File: src/rtl/motor_pkg.sv
// motor_pkg: shared scheduler state encoding and duty width for the motor ramp scheduler.
package motor_pkg;
    localparam int DW = 8;
    typedef enum logic [1:0] {IDLE, SVC, KILL} state_e;
endpackage

File: src/rtl/ramp_step.sv
// ramp_step: combinational saturating step of one channel's duty toward its target.
module ramp_step
    import motor_pkg::*;
(
    input  logic [DW-1:0] cur_i,
    input  logic [DW-1:0] tgt_i,
    input  logic [DW-1:0] step_i,
    input  logic          climit_i,
    output logic [DW-1:0] nxt_o
);
    logic          up;
    logic [DW-1:0] diff;
    // cur+step cannot overflow: it is only taken when tgt is more than step above cur
    always_comb begin
        up    = tgt_i > cur_i;
        diff  = up ? tgt_i - cur_i : cur_i - tgt_i;
        nxt_o = climit_i ? (cur_i > step_i ? cur_i - step_i : '0)
              : diff <= step_i ? tgt_i
              : up ? cur_i + step_i : cur_i - step_i;
    end
endmodule

File: src/rtl/motor_ramp_sched.sv
// motor_ramp_sched: prescaled round-robin duty ramping over NCH motor channels with
// overcurrent ramp-down and an enable/watchdog kill path.
module motor_ramp_sched
    import motor_pkg::*;
#(
    parameter int            NCH  = 3,
    parameter logic [DW-1:0] STEP = 8'd1
) (
    input  logic              clk,
    input  logic              reset,
    input  logic              enable,
    input  logic              wdog_trip,
    input  logic [7:0]        ramp_div,
    input  logic [NCH*DW-1:0] target,
    input  logic [NCH-1:0]    currentlimit,
    output logic [NCH*DW-1:0] duty,
    output logic [NCH-1:0]    duty_we,
    output logic [NCH-1:0]    at_target,
    output logic              busy
);
    localparam int CW = NCH > 1 ? $clog2(NCH) : 1;
    state_e                 state_q, state_d;
    logic [7:0]             cnt_q, cnt_d;
    logic [CW-1:0]          ch_q, ch_d;
    logic [NCH-1:0][DW-1:0] duty_q, duty_d;
    logic [NCH-1:0]         we_q, we_d, at_q;
    logic                   kill, tick, last;
    logic [DW-1:0]          cur, nxt;

    assign kill = !enable || wdog_trip;
    // >= rather than == so lowering ramp_div mid-count never waits for a wrap
    assign tick = cnt_q >= ramp_div;
    assign last = ch_q == CW'(NCH - 1);
    assign cur  = duty_q[ch_q];

    ramp_step u_step (
        .cur_i    (cur),
        .tgt_i    (target[ch_q*DW +: DW]),
        .step_i   (STEP),
        .climit_i (currentlimit[ch_q]),
        .nxt_o    (nxt)
    );

    always_comb begin
        state_d = state_q;
        ch_d    = ch_q;
        duty_d  = duty_q;
        we_d    = '0;
        cnt_d   = (kill || tick) ? '0 : cnt_q + 8'd1;
        if (kill) begin
            state_d = KILL;
            ch_d    = '0;
            duty_d  = '0;
            for (int i = 0; i < NCH; i++) we_d[i] = duty_q[i] != '0;
        end else if (state_q == KILL) begin
            state_d = IDLE;
        end else if (state_q == IDLE) begin
            state_d = tick ? SVC : IDLE;
        end else begin
            duty_d[ch_q] = nxt;
            we_d[ch_q]   = nxt != cur;
            state_d      = last ? IDLE : SVC;
            ch_d         = last ? '0 : ch_q + CW'(1);
        end
    end

    always_ff @(posedge clk) begin
        if (reset) begin
            state_q <= IDLE;
            cnt_q   <= '0;
            ch_q    <= '0;
            duty_q  <= '0;
            we_q    <= '0;
        end else begin
            state_q <= state_d;
            cnt_q   <= cnt_d;
            ch_q    <= ch_d;
            duty_q  <= duty_d;
            we_q    <= we_d;
        end
    end

    always_ff @(posedge clk)
        for (int i = 0; i < NCH; i++) at_q[i] <= (reset ? '0 : duty_q[i]) == target[i*DW +: DW];

    assign duty      = duty_q;
    assign duty_we   = we_q;
    assign at_target = at_q;
    assign busy      = state_q != IDLE;
endmodule

File: config.mk
export PLATFORM = sky130hd
export DESIGN_NAME = motor_ramp_sched
export DESIGN_NICKNAME = d
export VERILOG_FILES = /design/src/rtl/motor_pkg.sv /design/src/rtl/ramp_step.sv /design/src/rtl/motor_ramp_sched.sv
export SDC_FILE = /design/constraint.sdc
export NUM_CORES = 1
export LEC_CHECK = 0
export CAP_MARGIN = 40
export CORE_MARGIN = 2
export CORE_UTILIZATION = 59
export DETAILED_ROUTE_END_ITERATION = 6
export PLACE_DENSITY = 0.92
export SYNTH_ARGS = -nofsm -noshare
export SYNTH_HDL_FRONTEND = slang
export SYNTH_SLANG_ARGS = --single-unit
File: constraint.sdc
create_clock -name clk -period 12.2 [get_ports clk]
set_input_delay 3.05 -clock clk [delete_from_list [all_inputs] [get_ports clk]]
set_output_delay 3.05 -clock clk [all_outputs]
set_load 0.01 [all_outputs]
==> flow_summary.ini <==
[power_and_ir_drop]
power_leakage_uw = 0.001829
p_per_area_nw_per_um2 = 61.13
irDropWorstVdd_v = 0.00004664

[run]
maxCapViolCount = 0

[sta]
setup_viol = 0
min_period_over_period_pct = 58.84
max_freq_ghz = 0.1393
rsz0062_at_grt = false
period_needed_ns = 7.178
tightest_slew_ns = 0.9368
max_slew_margin_pct = 37.35
fin_skew_ns = 0.01221
fin_tns_setup_ns = 0
hold_viol = 0
slew_violations = 0

[critical_path]
cp_data_required_time_ns = 12.38
rr_endpoint = duty_we[0]
worst_path_largest_cell_delay_ns = 0.53
cpMostUsedCell = a21oi_1
regToRegSetupSlack_ns = 7.08
reg2reg_depth = 18
cp_data_arrival_time_ns = 7.36
worstSetupPathType = in2reg
crit_slowest_cell = clkdlybuf4s50_1
start_kind = input pin
r2r_start = ch_q[0]
worstPathMaxFanout = 24
path_cells = clkdlybuf4s50_1 -> mux2i_1 -> o21ai_0 -> ha_1 -> inv_1 -> fa_1 -> a21o_1 -> a21oi_1 -> o311a_1 -> o21ai_0 -> nor4_2 -> a21oi_1 -> buf_4 -> o311a_2 -> xnor2_1 -> a2111oi_0 -> a21oi_1
critPathCaptureType = flip-flop

[synthesis]
ys_ff_latch = 42
syn_inst = 530
synth_top_flop_cell = dfxtp_1
netlist_area_um2 = 4098
synthArstFlopShare_pct = 0
yosysSeqAreaShare_pct = 20.52
syn-mean-instance-area_um2 = 7.731
synth_edf_count = 0
ys_warn_count = 0
syn_nets = 598
synth_cell_types = 70

[grt]
grt_max_degree = 28
antenna_found_initial = 0
grt_pass1_vias = 4044
grt_pass1_wl_um = 19380
gr-total-overflow = 0
track_usage_pct = 31.45

[cts]
numCtsBuffers = 5
cts_tree = yes
cts_max_path_buffers = 2
cts_resized = 0
clk_pin_slew_worst_paths_ns = 0.10
cts.root.buffer_cell = clkbuf_8
htree_levels = 2
insertion_delay_ns = 0.30
cts_hold_buf = 0
clock_sinks = 42
cts_setup_buffers = 0

[die]
die_x_um = 87.34
die_area_um2 = 7627
start_util_pct = 60.65
core_um2 = 6756
dieHeight_um = 87.34
rows = 30
io_pins = 70

[layout]
syn_to_final_growth_pct = 19.57
stdcell_area_um2 = 4900
final_nets = 652
diodes = 0
drive_above_1_share_pct = 5.983
n_fill_cell = 495

[min_path]
min-delay-start = cnt_q[0]
worstHoldEndpoint = cnt_q[0]
min_path_cells = 1
hold_class = reg2reg

[place]
dp_hpwl_um = 9442
gp_congestion = 0.9443
port_buffers = 69
placedInstanceArea_um2 = 4807

[routing]
wl_per_cell_um = 18.35
num_vias = 4422
viasPerCell = 6.650
drc = 0
detail_route.iter0.violations = 440
first_pass_iters = 6
finalWirelength_um = 12200
ant_nets = 0

[status]
status = finished clean
Yosys cell counts, types with 2 or more instances:
library cell  count  share of area [%]
nor2_1           80                7.3
dfxtp_1          42                 21
a21oi_1          36                4.4
inv_1            29                2.7
ha_1             27                8.2
xnor2_1          27                5.8
a211oi_1         26                4.8
mux2i_1          26                6.4
nand2_1          26                2.4
clkbuf_1         17                1.6
o21ai_0          17                2.1
a31oi_1          15                2.3
nor4bb_1         12                2.9
o32ai_1          12                2.6
a21o_1           11                2.0
nand3_1           8               0.98
nand2b_1          7                1.1
nor3_1            7               0.85
buf_2             6               0.73
xor2_1            6                1.3
nor4_1            5               0.76
or2_2             5               0.76
nand4_1           4               0.61
nor2b_1           4               0.61
o22ai_1           4               0.61
a2111oi_0         3               0.64
a41oi_1           3               0.64
and3_1            3               0.46
and4_1            3               0.64
o21a_1            3               0.55
o21ai_1           3               0.37
or3_1             3               0.46
a21oi_4           2               0.79
a2bb2oi_1         2               0.43
buf_1             2               0.18
buf_6             2               0.55
fa_1              2               0.98
inv_2             2               0.18
nor3b_1           2               0.37
nor4_2            2               0.61
nor4_4            2                1.0
o2111a_1          2               0.55
o211ai_1          2               0.37
o21bai_1          2               0.37
layout by cell type, fill, tap and decap left out, types with 3 or more instances in the layout:
cell type	count
nor2_1	80
clkdlybuf4s50_1	69
dfxtp_1	42
a21oi_1	36
inv_1	29
xnor2_1	27
ha_1	27
mux2i_1	26
nand2_1	26
a211oi_1	26
o21ai_0	17
a31oi_1	15
nor4bb_1	12
o32ai_1	12
a21o_1	11
nand3_1	8
nor3_1	7
nand2b_1	7
xor2_1	6
buf_4	6
or2_2	5
nor4_1	5
clkbuf_8	5
nor2b_1	4
o22ai_1	4
nand4_1	4
o21a_1	3
and4_1	3
o21ai_1	3
or3_1	3
and3_1	3
a41oi_1	3
a2111oi_0	3
stage by stage:
| stage | cells | total power (uW) | hold slack, ns | util [%] | setup WS (ns) |
|---|---|---|---|---|---|
| after floorplan | 530 | 179.0 | 0.4409 | - | 5.961 |
| after global placement | 656 | 203.0 | 0.4587 | 71.04 | 4.972 |
| after detailed placement | 657 | 205.0 | 0.4678 | 71.15 | 4.797 |
| after CTS | 665 | 297.8 | 0.4887 | 72.52 | 5.102 |
| after global routing | 665 | 310.8 | 0.5066 | 72.52 | 4.820 |
| final | 665 | 299.5 | 0.4854 | 72.52 | 5.022 |
final cells by class:
type / instances / area [um^2] / area share (%)
clock inverter: 3 / 23.77 / 0.4852
timing repair buffer: 75 / 735.7 / 15.02
multi-input combinational: 428 / 3008 / 61.39
inverter: 32 / 122.6 / 2.503
sequential: 42 / 840.8 / 17.16
tap: 80 / 100.1 / 2.043
clock buffer: 5 / 68.82 / 1.404
how the worst max path moves through the flow:
stage                          start          to  slack (ns)  cells after the start
after floorplan           target[16]  duty_we[0]        5.96                     16
after global placement     target[0]  duty_we[0]        4.97                     17
after detailed placement   target[0]  duty_we[0]        4.80                     17
after CTS                  target[0]  duty_we[0]        5.10                     17
after global routing       target[0]  duty_we[0]        4.82                     17
final                      target[0]  duty_we[0]        5.02                     17
routing by layer:
layer / global-route usage (%) / vias to the layer above / part of all wire [%]
met5: 0 / - / 0
met4: 8.531 / 0 / 2.3
met3: 5.213 / 33 / 8.3
met2: 52.41 / 263 / 47
met1: 41.90 / 2066 / 42
li1: - / 2060 / -
sequential cells by signal, indices dropped and copies added, names as in the netlist:
signal	flops
cnt_q	8
state_q	2
ch_q	2
duty	24
duty_we	3
at_target	3
cells by family after synthesis:
family	share of synthesized area (%)
and+or+nand+nor	23.11
AOI/OAI and AO/OA	27.27
buffers and inverters	6.199
DFF	20.52
xor gates and xnor gates	7.054
adders and majority gates	9.221
muxes	6.626
worst max-delay path, delay by kind of cell:
family,cells,cell delay (ns)
multiplexers,1,0.11
AO/OA/AOI/OAI,9,2.19
adder cells (fa/ha/maj),2,0.68
AND/OR/NAND/NOR,1,0.33
buffers and inverters,3,0.83
XOR/XNOR,1,0.17
where the power goes:
group / switching (uW) / leakage (uW) / internal [uW]
combinational: 35.0 / 0.00145 / 30.6
clock: 55.1 / 0.0000408 / 41.0
sequential: 0.309 / 0.000339 / 137
total: 90.5 / 0.00183 / 209
No activity file was read; power rests on OpenSTA's default activity.
